**config.mk**
```make
export PLATFORM = sky130hd
export DESIGN_NAME = serial_subtractor
export DESIGN_NICKNAME = d
export VERILOG_FILES = /design/src/rtl/serial_sub_pkg.sv /design/src/rtl/sub_digit_cell.sv /design/src/rtl/serial_subtractor.sv
export SDC_FILE = /design/constraint.sdc
export NUM_CORES = 1
export LEC_CHECK = 0
export ABC_CLOCK_PERIOD_IN_PS = 2400
export CORE_MARGIN = 5
export CORE_UTILIZATION = 52
export CTS_BUF_LIST = sky130_fd_sc_hd__clkbuf_4
export CTS_CLUSTER_DIAMETER = 150
export DETAILED_ROUTE_END_ITERATION = 8
export PLACE_DENSITY_LB_ADDON = 0.12
export SYNTH_ARGS = -nofsm -noshare
export SYNTH_HDL_FRONTEND = slang
export SYNTH_SLANG_ARGS = --single-unit
```
**constraint.sdc**
```tcl
create_clock -name clk -period 2.4 [get_ports clk]
set_input_delay 0.36 -clock clk [delete_from_list [all_inputs] [get_ports clk]]
set_output_delay 0.36 -clock clk [all_outputs]
set_load 0.01 [all_outputs]
```
**src/rtl/serial_sub_pkg.sv**
```systemverilog
// Shared types and sizing helpers for the digit-serial subtractor.
// Defaults give a 12-bit subtract resolved 2 bits per cycle (6 digits).
package serial_sub_pkg;

    typedef enum logic [1:0] {
        IDLE = 2'd0,
        RUN  = 2'd1,
        DONE = 2'd2
    } state_t;

    localparam int DEF_WIDTH   = 12;
    localparam int DEF_DIGIT_W = 2;

    function automatic int num_digits(input int width, input int digit_w);
        return width / digit_w;
    endfunction

    localparam int DEF_N     = num_digits(DEF_WIDTH, DEF_DIGIT_W);
    localparam int DEF_CNT_W = $clog2(DEF_N);

endpackage

```
**src/rtl/sub_digit_cell.sv**
```systemverilog
// Combinational DIGIT_W-bit ripple subtractor: d_d = a_d - b_d - bin, bout = borrow out of the digit.
// Zero latency; no handshake, the caller decides when to register the result.
module sub_digit_cell
    import serial_sub_pkg::*;
#(
    parameter int DIGIT_W = DEF_DIGIT_W
) (
    input  logic [DIGIT_W-1:0] a_d,
    input  logic [DIGIT_W-1:0] b_d,
    input  logic               bin,
    output logic [DIGIT_W-1:0] d_d,
    output logic               bout
);

    logic [DIGIT_W:0] w_chain;

    always_comb begin
        w_chain    = '0;
        d_d        = '0;
        w_chain[0] = bin;
        for (int i = 0; i < DIGIT_W; i++) begin
            d_d[i]       = a_d[i] ^ b_d[i] ^ w_chain[i];
            // borrow when a < b + borrow at this bit position
            w_chain[i+1] = (~a_d[i] & b_d[i]) | (~(a_d[i] ^ b_d[i]) & w_chain[i]);
        end
        bout = w_chain[DIGIT_W];
    end

endmodule

```
**src/rtl/serial_subtractor.sv**
```systemverilog
// Digit-serial unsigned a - b, LSB digit first; out_valid rises N edges after accept, no overlapped accept.
// Result held stable in DONE until out_ready; optional ovf_signed port under SERIAL_SUB_OVERFLOW_EN.
module serial_subtractor
    import serial_sub_pkg::*;
#(
    parameter int WIDTH   = DEF_WIDTH,
    parameter int DIGIT_W = DEF_DIGIT_W
) (
    input  logic             clk,
    input  logic             rst,
    input  logic             in_valid,
    output logic             in_ready,
    input  logic [WIDTH-1:0] operand_a,
    input  logic [WIDTH-1:0] operand_b,
    output logic             out_valid,
    input  logic             out_ready,
    output logic [WIDTH-1:0] diff,
    output logic             borrow_out
`ifdef SERIAL_SUB_OVERFLOW_EN
    ,
    output logic             ovf_signed
`endif
);

    localparam int N     = num_digits(WIDTH, DIGIT_W);
    localparam int CNT_W = (N > 1) ? $clog2(N) : 1;
    localparam logic [CNT_W-1:0] LAST = CNT_W'(N - 1);

    state_t             r_state;
    state_t             w_state_nxt;
    logic [WIDTH-1:0]   r_a;
    logic [WIDTH-1:0]   r_b;
    logic [WIDTH-1:0]   r_diff;
    logic [CNT_W-1:0]   r_cnt;
    logic               r_borrow;
    logic [DIGIT_W-1:0] w_d;
    logic               w_bout;
    logic               w_accept;
    logic               w_run;

    assign w_accept = (r_state == IDLE) && in_valid;
    assign w_run    = (r_state == RUN);

    sub_digit_cell #(
        .DIGIT_W (DIGIT_W)
    ) u_cell (
        .a_d  (r_a[DIGIT_W-1:0]),
        .b_d  (r_b[DIGIT_W-1:0]),
        .bin  (r_borrow),
        .d_d  (w_d),
        .bout (w_bout)
    );

    always_ff @(posedge clk or posedge rst) begin
        if (rst) begin
            r_state <= IDLE;
        end else begin
            r_state <= w_state_nxt;
        end
    end

    always_comb begin
        w_state_nxt = r_state;
        in_ready    = 1'b0;
        out_valid   = 1'b0;
        case (r_state)
            IDLE: begin
                in_ready = 1'b1;
                if (in_valid) w_state_nxt = RUN;
            end
            RUN: begin
                if (r_cnt == LAST) w_state_nxt = DONE;
            end
            DONE: begin
                out_valid = 1'b1;
                if (out_ready) w_state_nxt = IDLE;
            end
            default: w_state_nxt = IDLE;
        endcase
    end

    // Operands shift right so the active digit always sits in the low bits.
    always_ff @(posedge clk or posedge rst) begin
        if (rst) begin
            r_a      <= '0;
            r_b      <= '0;
            r_diff   <= '0;
            r_cnt    <= '0;
            r_borrow <= 1'b0;
        end else if (w_accept) begin
            r_a      <= operand_a;
            r_b      <= operand_b;
            r_cnt    <= '0;
            r_borrow <= 1'b0;
        end else if (w_run) begin
            r_a      <= r_a >> DIGIT_W;
            r_b      <= r_b >> DIGIT_W;
            r_diff[int'(r_cnt)*DIGIT_W +: DIGIT_W] <= w_d;
            r_borrow <= w_bout;
            r_cnt    <= r_cnt + CNT_W'(1);
        end
    end

    assign diff       = r_diff;
    assign borrow_out = r_borrow;

`ifdef SERIAL_SUB_OVERFLOW_EN
    logic r_ovf;

    // On the final digit the low bits of r_a/r_b hold the operand sign bits.
    always_ff @(posedge clk or posedge rst) begin
        if (rst) begin
            r_ovf <= 1'b0;
        end else if (w_accept) begin
            r_ovf <= 1'b0;
        end else if (w_run && (r_cnt == LAST)) begin
            r_ovf <= (r_a[DIGIT_W-1] ^ r_b[DIGIT_W-1]) & (w_d[DIGIT_W-1] ^ r_a[DIGIT_W-1]);
        end
    end

    assign ovf_signed = r_ovf;
`endif

endmodule

```
==> results.json <==
{
  "p_clk_frac": 0.113,
  "design.core.area_mm2": 0.00363,
  "synth_top_family_by_area": "simple AND/OR/NAND/NOR gates",
  "ctsHoldBuffers": 0,
  "netlist_area_mm2": 0.00192,
  "power.leakage_nw": 1.19,
  "die_y_um": 70.8,
  "ant_nets": 0,
  "yosysWarnings": 0,
  "period_minus_slack_ns": 2.15,
  "placed_area_mm2": 0.00243,
  "cpLargestDelayFamily": "simple AND/OR/NAND/NOR gates",
  "yosysTopAreaCell": "dfrtp_1",
  "synth_edf_count": 0,
  "crit_slowest_cell": "or4b_1",
  "grtUsageTotal": 0.167,
  "clock-root-buffer": "clkbuf_4",
  "drc": 0,
  "synth_xor_area_frac": 0.00455,
  "synthAdderAreaFrac": 0.0534,
  "maxCapViolCount": 0,
  "synth-async-reset-ratio": 1.00,
  "multi_input_area_um2": 783,
  "arrival_ns": 2.38,
  "power.internal_mw": 1.83,
  "dp_hpwl_um": 2790,
  "powerDensity_mw_per_mm2": 1200,
  "timing.final.crit_share": 0.894,
  "dieArea_mm2": 0.00501,
  "gp_congestion": 0.920,
  "cts_buffers": 5,
  "ff2ff_setup_slack_ns": 0.25,
  "yosysMostFrequentCell": "nand2_1",
  "path_class": "register to register",
  "synthTopCellsByArea": "dfrtp_1 55%, nand2_1 11%, a22oi_1 7.8%",
  "io_buffers": 42,
  "r2r_start": "r_cnt[1]",
  "cts_tree": "built",
  "drt_iter0_markers": 60,
  "synth_nets": 226,
  "synth_compound_area_frac": 0.119,
  "peakVddDrop_uv": 603,
  "path_clk_slew_ns": 0.10,
  "yosysSeqAreaShare": 0.547,
  "design_area_mm2": 0.00248,
  "ys_seq_elements": 42,
  "finalSetupViolations": 0,
  "io_pins": 43,
  "end_kind": "register",
  "syn_area_per_cell_um2": 10.1,
  "drive_above_1_share": 0.0795,
  "max_slew_margin": 0.614,
  "status": "finished, final reports clean",
  "netlist.area_leader.share": 0.547,
  "tightest_slew_ns": 0.574,
  "hold_path_class": "input port to asynchronous set/reset pin",
  "setup_tns_ns": 0,
  "htree_levels": 2,
  "grt_max_degree": 43,
  "via_per_inst": 5.21,
  "antenna_cells": 0,
  "dieWidth_um": 70.8,
  "hold_violations": 0,
  "ff2ff_path_depth": 5,
  "rsz0062_at_grt": "false",
  "areaGrowthSynthToFinish_pct": 29.1,
  "post_cts_buffers": 0,
  "synth_common_cells": "54 x nand2_1, 42 x dfrtp_1, 20 x a22oi_1",
  "power.switching_mw": 1.15,
  "cp-start-kind": "register",
  "crit_path_max_incr_delay_ns": 0.55,
  "row_count": 22,
  "overflow": 0,
  "vias": 1496,
  "clockBufferDepth": 2,
  "pwr-share-comb": 0.490,
  "worst_ep_required_time_ns": 2.63,
  "fin_hold_ws_ns": 0.426,
  "p_seq_frac": 0.397,
  "ys.flop_type": "dfrtp_1",
  "grt_pass1_vias": 1586,
  "initial_utilization": 0.529,
  "p_sw_frac": 0.387,
  "netlist_instances": 191,
  "crit_fanout": 5,
  "synthSimpleGateAreaFrac": 0.174,
  "wl_per_cell_um": 13.1,
  "timing.rr.end": "diff[0]",
  "num-fill-cells": 327,
  "muxShareOfSynthArea": 0.0534,
  "seq_area_mm2": 0.00105,
  "cts-resized-gates": 0,
  "antenna_found_initial": 0,
  "finalWirelength_um": 3770,
  "crit_buf_inv": 1,
  "clock_sinks": 42,
  "synth_cell_type_count": 28,
  "grt_pass1_wl_um": 6670,
  "first_pass_iters": 4,
  "slew_viol_final": 0,
  "crit_chain": "inv_1 -> ha_1 -> or4b_1 -> or4_4 -> mux2i_1",
  "clk_latency_ns": 0.35,
  "skew_ns": 0.00638,
  "max_freq_ghz": 0.466,
  "fin_nets": 274
}
worst register-to-register path: stages (launching register included):
cell and delay (ns):
dfrtp_1 0.43, inv_1 0.09, ha_1 0.31, or4b_1 0.55
or4_4 0.51, mux2i_1 0.13
metrics by stage:
step / worst slack, ns / cells / util / power, mW
2_1_floorplan: 0.320 / 191 / - / 2.10
3_3_place_gp: 0.339 / 280 / 0.669 / 2.60
3_5_place_dp: 0.279 / 280 / 0.669 / 2.68
4_1_cts: 0.270 / 287 / 0.684 / 3.02
5_1_grt: 0.164 / 287 / 0.684 / 3.25
6_report: 0.253 / 287 / 0.684 / 2.99
final cells by class:
cell class              instances  area share
clock buffers                   7      0.0212
inverters                      15      0.0227
multi-input cells             125       0.315
flip-flops and latches         42       0.423
well taps                      48      0.0242
repair buffers                 50       0.193
cells in the final DEF, fill, tap and decap left out:
cell type,netlist,routed
nand2_1,54,54
dfrtp_1,42,42
clkdlybuf4s50_1,0,42
a22oi_1,20,20
inv_1,15,15
mux2i_1,8,8
o21ai_0,8,8
buf_4,1,8
clkbuf_4,0,7
ha_1,5,5
nor2_1,3,3
nand3b_1,3,3
nor2b_1,3,3
nand2b_1,2,2
nor3_1,2,2
mux2_2,2,2
o31ai_1,2,2
fa_1,2,2
nor4_1,1,1
or2b_1,1,1
or4b_1,1,1
or4_1,1,1
nor3b_2,0,1
o21bai_1,1,1
xnor2_1,1,1
and2b_1,1,1
o2bb2ai_1,1,1
a21o_1,1,1
or4_4,1,1
power by group through the flow:
| stage | sequential, mW | clock [mW] | combinational, mW |
|---|---|---|---|
| finish | 1.19 | 0.338 | 1.46 |
| detailed placement | 1.20 | 0 | 1.48 |
| CTS | 1.19 | 0.351 | 1.48 |
| floorplan | 1.21 | 0 | 0.896 |
| global placement | 1.18 | 0 | 1.41 |
| global route | 1.22 | 0.383 | 1.64 |
per-layer routing:
metal / routed length (um) / global-route usage
met5: 0 / 0
met4: 83 / 0.0668
met3: 223 / 0.0554
met2: 1910 / 0.291
met1: 1550 / 0.188
cell families after synthesis:
group | Yosys count
compound gates | 33
xor+xnor | 1
fa+ha+maj | 7
buf+inv | 24
flops | 42
mux | 10
simple gates | 74
sequential cells by signal (all words and copies together), names as in the netlist:
register	count
diff	12
r_a	12
r_b	12
r_cnt	3
r_state	2
borrow_out	1
worst max-delay path by stage:
stage	startpoint	to	slack, ns	depth (start not counted)
3_3_place_gp	r_cnt[1]	diff[1]	0.34	5
4_1_cts	r_cnt[1]	diff[0]	0.27	5
3_5_place_dp	r_cnt[1]	diff[0]	0.28	5
5_1_grt	r_cnt[1]	diff[0]	0.16	5
2_1_floorplan	r_cnt[0]	diff[0]	0.32	5
6_report	r_cnt[1]	diff[0]	0.25	5
Note: power is estimated with default switching activity, not from simulation.
